### src/rtl/bus_arbiter_if.sv
// Requester-side and memory-side signals of the three-port bus arbiter.
// The slave modport is the arbiter; the master modport is the requesters plus memory.
interface bus_arbiter_if;
  logic [2:0]  req;
  logic [2:0]  rw;
  logic [95:0] addr;
  logic [95:0] wdata;
  logic [2:0]  ack;
  logic [2:0]  err;
  logic [31:0] rdata;
  logic [1:0]  grant;
  logic        m_strobe;
  logic        m_rw;
  logic [31:0] m_addr;
  logic [31:0] m_wdata;
  logic [31:0] m_rdata;
  logic        m_ready;

  modport slave (
    input  req, rw, addr, wdata, m_rdata, m_ready,
    output ack, err, rdata, grant, m_strobe, m_rw, m_addr, m_wdata
  );

  modport master (
    output req, rw, addr, wdata, m_rdata, m_ready,
    input  ack, err, rdata, grant, m_strobe, m_rw, m_addr, m_wdata
  );
endinterface

### src/rtl/bus_arbiter.sv
// Round-robin arbiter granting one of three ports a single memory access, with a
// bounded wait for memory completion; every output is driven from a register.
module bus_arbiter #(
  parameter int TIMEOUT = 16
) (
  input logic          clk,
  input logic          reset_n,
  bus_arbiter_if.slave bus
);

  localparam logic [7:0] TIMEOUT_C = 8'(TIMEOUT);

  typedef enum logic [1:0] {
    IDLE  = 2'd0,
    ISSUE = 2'd1,
    WAIT  = 2'd2,
    ACK   = 2'd3
  } state_t;

  state_t      state_r, state_nxt_s;
  logic [1:0]  grant_r, grant_nxt_s;
  logic [1:0]  last_r, last_nxt_s;
  logic [1:0]  win_s;
  logic [7:0]  cnt_r, cnt_nxt_s;
  logic [2:0]  ack_r, ack_nxt_s;
  logic [2:0]  err_r, err_nxt_s;
  logic [2:0]  gnt_onehot_s;
  logic [31:0] rdata_r, rdata_nxt_s;
  logic [31:0] m_addr_r, m_addr_nxt_s;
  logic [31:0] m_wdata_r, m_wdata_nxt_s;
  logic        m_strobe_r, m_strobe_nxt_s;
  logic        m_rw_r, m_rw_nxt_s;
  logic        wait_done_s;

  // Search order after `last_v`: last+1, last+2, then last itself.
  function automatic logic [1:0] rr_pick(input logic [2:0] req_v, input logic [1:0] last_v);
    logic [1:0] first_v, second_v, third_v, pick_v;
    case (last_v)
      2'd0: begin first_v = 2'd1; second_v = 2'd2; third_v = 2'd0; end
      2'd1: begin first_v = 2'd2; second_v = 2'd0; third_v = 2'd1; end
      default: begin first_v = 2'd0; second_v = 2'd1; third_v = 2'd2; end
    endcase
    if (req_v[first_v]) begin
      pick_v = first_v;
    end else if (req_v[second_v]) begin
      pick_v = second_v;
    end else begin
      pick_v = third_v;
    end
    return pick_v;
  endfunction

  function automatic logic [31:0] lane(input logic [95:0] vec, input logic [1:0] idx);
    logic [31:0] r_v;
    case (idx)
      2'd0:    r_v = vec[31:0];
      2'd1:    r_v = vec[63:32];
      2'd2:    r_v = vec[95:64];
      default: r_v = 32'd0;
    endcase
    return r_v;
  endfunction

  assign win_s        = rr_pick(bus.req, last_r);
  assign gnt_onehot_s = 3'b001 << grant_r;
  assign wait_done_s  = bus.m_ready | (cnt_r == TIMEOUT_C);

  // State and output registers, synchronous active-low reset.
  always_ff @(posedge clk) begin
    if (!reset_n) begin
      state_r    <= IDLE;
      grant_r    <= 2'd3;
      last_r     <= 2'd2;
      cnt_r      <= 8'd0;
      ack_r      <= 3'b000;
      err_r      <= 3'b000;
      rdata_r    <= 32'd0;
      m_strobe_r <= 1'b0;
      m_rw_r     <= 1'b0;
      m_addr_r   <= 32'd0;
      m_wdata_r  <= 32'd0;
    end else begin
      state_r    <= state_nxt_s;
      grant_r    <= grant_nxt_s;
      last_r     <= last_nxt_s;
      cnt_r      <= cnt_nxt_s;
      ack_r      <= ack_nxt_s;
      err_r      <= err_nxt_s;
      rdata_r    <= rdata_nxt_s;
      m_strobe_r <= m_strobe_nxt_s;
      m_rw_r     <= m_rw_nxt_s;
      m_addr_r   <= m_addr_nxt_s;
      m_wdata_r  <= m_wdata_nxt_s;
    end
  end

  // Next-state logic.
  always_comb begin
    state_nxt_s = state_r;
    case (state_r)
      IDLE: begin
        if (|bus.req) begin
          state_nxt_s = ISSUE;
        end else begin
          state_nxt_s = IDLE;
        end
      end
      ISSUE: state_nxt_s = WAIT;
      WAIT: begin
        if (wait_done_s) begin
          state_nxt_s = ACK;
        end else begin
          state_nxt_s = WAIT;
        end
      end
      ACK:     state_nxt_s = IDLE;
      default: state_nxt_s = IDLE;
    endcase
  end

  // Next values of the output registers; m_ready outside WAIT is never looked at.
  always_comb begin
    grant_nxt_s    = grant_r;
    last_nxt_s     = last_r;
    cnt_nxt_s      = cnt_r;
    ack_nxt_s      = 3'b000;
    err_nxt_s      = 3'b000;
    rdata_nxt_s    = rdata_r;
    m_strobe_nxt_s = 1'b0;
    m_rw_nxt_s     = m_rw_r;
    m_addr_nxt_s   = m_addr_r;
    m_wdata_nxt_s  = m_wdata_r;
    case (state_r)
      IDLE: begin
        if (|bus.req) begin
          grant_nxt_s    = win_s;
          m_strobe_nxt_s = 1'b1;
          m_rw_nxt_s     = bus.rw[win_s];
          m_addr_nxt_s   = lane(bus.addr, win_s);
          m_wdata_nxt_s  = lane(bus.wdata, win_s);
        end else begin
          grant_nxt_s = 2'd3;
        end
      end
      ISSUE: cnt_nxt_s = 8'd1;
      WAIT: begin
        if (wait_done_s) begin
          cnt_nxt_s     = 8'd0;
          ack_nxt_s     = gnt_onehot_s;
          m_rw_nxt_s    = 1'b0;
          m_addr_nxt_s  = 32'd0;
          m_wdata_nxt_s = 32'd0;
          // A completion on the final count still counts as success.
          if (bus.m_ready) begin
            rdata_nxt_s = m_rw_r ? 32'd0 : bus.m_rdata;
          end else begin
            err_nxt_s   = gnt_onehot_s;
            rdata_nxt_s = 32'd0;
          end
        end else begin
          cnt_nxt_s = cnt_r + 8'd1;
        end
      end
      ACK: begin
        last_nxt_s  = grant_r;
        grant_nxt_s = 2'd3;
      end
      default: grant_nxt_s = 2'd3;
    endcase
  end

  assign bus.ack      = ack_r;
  assign bus.err      = err_r;
  assign bus.rdata    = rdata_r;
  assign bus.grant    = grant_r;
  assign bus.m_strobe = m_strobe_r;
  assign bus.m_rw     = m_rw_r;
  assign bus.m_addr   = m_addr_r;
  assign bus.m_wdata  = m_wdata_r;

endmodule
### src/flat_wrapper.sv
// flat-port wrapper written by rule: the top's interface ports become plain ports
module bus_arbiter_flat 
#(
  parameter int TIMEOUT = 16
)
  (clk, reset_n, bus_req, bus_rw, bus_addr, bus_wdata, bus_m_rdata, bus_m_ready, bus_ack, bus_err, bus_rdata, bus_grant, bus_m_strobe, bus_m_rw, bus_m_addr, bus_m_wdata);
  bus_arbiter_if bus_i ();
  input logic clk;
  input logic reset_n;
  input wire logic [$bits(bus_i.req)-1:0] bus_req;
  input wire logic [$bits(bus_i.rw)-1:0] bus_rw;
  input wire logic [$bits(bus_i.addr)-1:0] bus_addr;
  input wire logic [$bits(bus_i.wdata)-1:0] bus_wdata;
  input wire logic [$bits(bus_i.m_rdata)-1:0] bus_m_rdata;
  input wire logic [$bits(bus_i.m_ready)-1:0] bus_m_ready;
  output wire logic [$bits(bus_i.ack)-1:0] bus_ack;
  output wire logic [$bits(bus_i.err)-1:0] bus_err;
  output wire logic [$bits(bus_i.rdata)-1:0] bus_rdata;
  output wire logic [$bits(bus_i.grant)-1:0] bus_grant;
  output wire logic [$bits(bus_i.m_strobe)-1:0] bus_m_strobe;
  output wire logic [$bits(bus_i.m_rw)-1:0] bus_m_rw;
  output wire logic [$bits(bus_i.m_addr)-1:0] bus_m_addr;
  output wire logic [$bits(bus_i.m_wdata)-1:0] bus_m_wdata;
  assign bus_i.req = bus_req;
  assign bus_i.rw = bus_rw;
  assign bus_i.addr = bus_addr;
  assign bus_i.wdata = bus_wdata;
  assign bus_i.m_rdata = bus_m_rdata;
  assign bus_i.m_ready = bus_m_ready;
  assign bus_ack = bus_i.ack;
  assign bus_err = bus_i.err;
  assign bus_rdata = bus_i.rdata;
  assign bus_grant = bus_i.grant;
  assign bus_m_strobe = bus_i.m_strobe;
  assign bus_m_rw = bus_i.m_rw;
  assign bus_m_addr = bus_i.m_addr;
  assign bus_m_wdata = bus_i.m_wdata;
  bus_arbiter #(.TIMEOUT(TIMEOUT)) u_core (.clk(clk), .reset_n(reset_n), .bus(bus_i));
endmodule
### config.mk
export PLATFORM = sky130hd
export DESIGN_NAME = bus_arbiter_flat
export DESIGN_NICKNAME = d
export VERILOG_FILES = /design/src/rtl/bus_arbiter_if.sv /design/src/rtl/bus_arbiter.sv /design/src/flat_wrapper.sv
export SDC_FILE = /design/constraint.sdc
export NUM_CORES = 1
export LEC_CHECK = 0
export ABC_AREA = 1
export BUFFER_PORTS_ARGS = -buffer_cell sky130_fd_sc_hd__buf_2
export CORE_ASPECT_RATIO = 0.8
export CORE_MARGIN = 8
export CORE_UTILIZATION = 35
export CTS_BUF_LIST = sky130_fd_sc_hd__clkbuf_8
export DETAILED_ROUTE_END_ITERATION = 8
export PLACE_DENSITY_LB_ADDON = 0.1
export SYNTH_ARGS = -nofsm -noshare
export SYNTH_HDL_FRONTEND = slang
export SYNTH_SLANG_ARGS = --single-unit
### constraint.sdc
create_clock -name clk -period 2.3 [get_ports clk]
set_input_delay 0.46 -clock clk [delete_from_list [all_inputs] [get_ports clk]]
set_output_delay 0.46 -clock clk [all_outputs]
set_load 0.02 [all_outputs]
==> impl_metrics.json <==
{
  "leakagePower_nw": 4.58,
  "synth_edf_count": 0,
  "syn-num-nets": 1230,
  "finalWorstSetupSlack_ns": 0.382,
  "cp_slowest_cell": "dfxtp_1",
  "yosysWarnings": 0,
  "dpl.hpwl_um": 18300,
  "power_density_nw_per_um2": 854,
  "r2r-start": "u_core.state_r[0]",
  "synth.distinct_cells": 27,
  "async_flop_share_pct": 0,
  "track_usage_pct": 21.4,
  "status": "completed",
  "setup-tns-final_ns": 0,
  "diodes": 0,
  "required_ns": 2.63,
  "die_w_um": 166,
  "drv_slew": 0,
  "cp.arrival_ns": 2.25,
  "overflow": 0,
  "final-setup-viol-count": 0,
  "cts.clk_slew.worst_paths_ns": 0.09,
  "pin_count": 339,
  "coreArea_um2": 17900,
  "min_delay_path_depth": 3,
  "post-route-drc-count": 0,
  "final_hold_viol_count": 0,
  "maxSlewHeadroom_pct": 64.2,
  "dpl-instance-area_um2": 8140,
  "crit_path_frequent_cell": "inv_1",
  "cp-startpoint": "u_core.state_r[0]",
  "critical-path-top-delay-family": "compound AO/OA/AOI/OAI gates",
  "yosysSeqAreaShare_pct": 37.3,
  "swShare_pct": 42.0,
  "worstSetupPathType": "reg2reg",
  "period_share_pct": 83.4,
  "synth_top_area_cell": "dfxtp_1",
  "clk_latency_ns": 0.45,
  "postCtsSetupRepairBufs": 0,
  "die_area_um2": 22700,
  "cts.repair.resized": 0,
  "cts.hold.buffers_added": 0,
  "crit_path_end_kind": "flop",
  "synthFlopType": "dfxtp_1",
  "ys_seq_elements": 118,
  "synth_top_area_share_pct": 37.3,
  "hp-class": "in2reg",
  "utilization_pct": 47.5,
  "initial_core_util_pct": 35.3,
  "synthTopCellsByArea": "dfxtp_1, nand2_1, nand3_1",
  "power_mw": 7.29,
  "fmax_mhz": 521,
  "cts_tree": "done",
  "fp.dieH_um": 136,
  "layout_min_cycle_time_ns": 1.92,
  "place_ws_ns": 0.374,
  "grt_pass1_vias": 7262,
  "crit_buf_inv": 3,
  "syn_inst": 991,
  "path_cells": "inv_1, ha_1, inv_1, o21ai_0, o21ai_4, buf_12, nand2_1, a21oi_1",
  "max-vdd-ir-drop_v": 0.000501,
  "path_max_fanout": 29,
  "power.internal_mw": 4.23,
  "cp.depth": 8,
  "seq_power_share_pct": 34.6,
  "synth.avg_cell_area_um2": 6.39,
  "pwr-share-clk_pct": 25.9,
  "placementRows": 44,
  "clk_path_buf_depth": 2,
  "drt_iter0_drc": 395,
  "ant_nets": 0,
  "fin_area_um2": 8530,
  "finalNetCount": 1533,
  "power.switching_mw": 3.06,
  "antenna_found_initial": 1,
  "holdCritStartpoint": "bus_m_rdata[24]",
  "cts_made_buffers": 17,
  "skew_ns": 0.0135,
  "vias": 7449,
  "max-cap-violations": 0,
  "grt_pass1_wl_um": 39200,
  "viasPerCell": 4.85,
  "clk_root_buffer_cell": "clkbuf_8",
  "rsz0062_at_grt": "false",
  "wl_per_cell_um": 16.0,
  "gp_congestion": 0.808,
  "worstMarginPinSlew_ns": 0.535,
  "area_delta_synth_final_pct": 34.8,
  "wirelength_um": 24600,
  "critPathLaunchType": "flop",
  "combinationalPowerShare_pct": 39.5,
  "r2r_cells": 8,
  "dr.pass1.iters": 5,
  "max_stage_delay_ns": 0.32,
  "drive_gt1_share_pct": 31.0,
  "synth_area_um2": 6330,
  "port_buffers": 338,
  "cts_max_level": 4,
  "cts_sinks": 118,
  "grt_max_degree": 66
}
-- power by group through the flow --
stage / Clock (mW) / Combinational (mW) / Sequential [mW]
finish: 1.89 / 2.88 / 2.52
CTS: 1.93 / 2.93 / 2.52
global route: 2.04 / 3.23 / 2.56
detailed placement: 0 / 2.92 / 2.57
global placement: 0 / 2.91 / 2.56
floorplan: 0 / 1.55 / 2.90
-- per-layer routing --
metal  track usage, %  share of wire [%]
met3             7.60                9.0
met1             25.6                 43
met2             35.6                 46
met4             6.89                1.5
met5                0              0.041
-- metrics by stage --
step,instances,hold slack (ns)
detailed placement,1505,0.451
finish,1537,0.264
floorplan,991,0.461
CTS,1537,0.233
global route,1537,0.248
global placement,1505,0.448
-- final timing paths --
check,endpoint,slack (ns)
worst max-delay path,u_core.bus.m_wdata[11],0.38
worst min-delay path,u_core.bus.rdata[24],0.26
worst max register to register,u_core.bus.m_wdata[11],0.38
worst min register to register,u_core.bus.m_wdata[1],0.46
-- cell usage in the layout, fill, tap and decap left out, drive strengths merged --
cell	instances
dfxtp	118
ha	6
bufinv	1
clkinvlp	3
clkbuf	18
o31ai	1
and3	1
xor2	1
nand3	233
xnor2	1
inv	97
nand4	2
nand2	321
nor3	8
a31oi	2
o21ai	42
nor4	1
a22oi	1
a21oi	70
clkinv	3
nor2	16
buf	361
-- flip-flops by register name, indices dropped and copies added, names as in the netlist --
register / cells
u_core.state_r: 2
u_core.cnt_r: 8
u_core.bus.m_rw: 1
u_core.bus.m_wdata: 32
u_core.last_r: 2
u_core.bus.m_strobe: 1
u_core.bus.err: 3
u_core.bus.ack: 3
u_core.bus.m_addr: 32
u_core.bus.rdata: 32
u_core.bus.grant: 2
-- cell usage after synthesis (2+ instances only) --
cell and instances:
a21oi_1 70, a31oi_1 2, buf_1 3, buf_2 25
buf_4 21, buf_6 6, clkbuf_1 22, dfxtp_1 118
ha_1 6, inv_1 88, nand2_1 319, nand2_2 2
nand3_1 233, nand4_1 2, nor2_1 15, nor3_1 8
o21ai_0 41
-- tightest hold or removal path, cell delays in order --
cell and delay, ns:
buf_2 0.10, nand2_1 0.05, o21ai_0 0.07
-- cells by family (layout without fill, tap and decap cells) --
| family | Yosys count | in the layout | synth area share (%) |
|---|---|---|---|
| buf+inv | 167 | 483 | 12.4 |
| flops | 118 | 118 | 37.3 |
| xor+xnor | 2 | 2 | 0.277 |
| fa+ha+maj | 6 | 6 | 1.19 |
| compound gates | 116 | 116 | 9.29 |
| simple gates | 582 | 582 | 39.6 |
-- layout make-up --
class | count | area, um2
clock inverters | 14 | 140
repair buffers | 361 | 1940
clock buffers | 18 | 248
well taps | 230 | 288
fillers | 1948 | 9420
multi-input cells | 706 | 3220
flip-flops and latches | 118 | 2360
inverters | 90 | 338
Power figures use the tool's default switching activity.
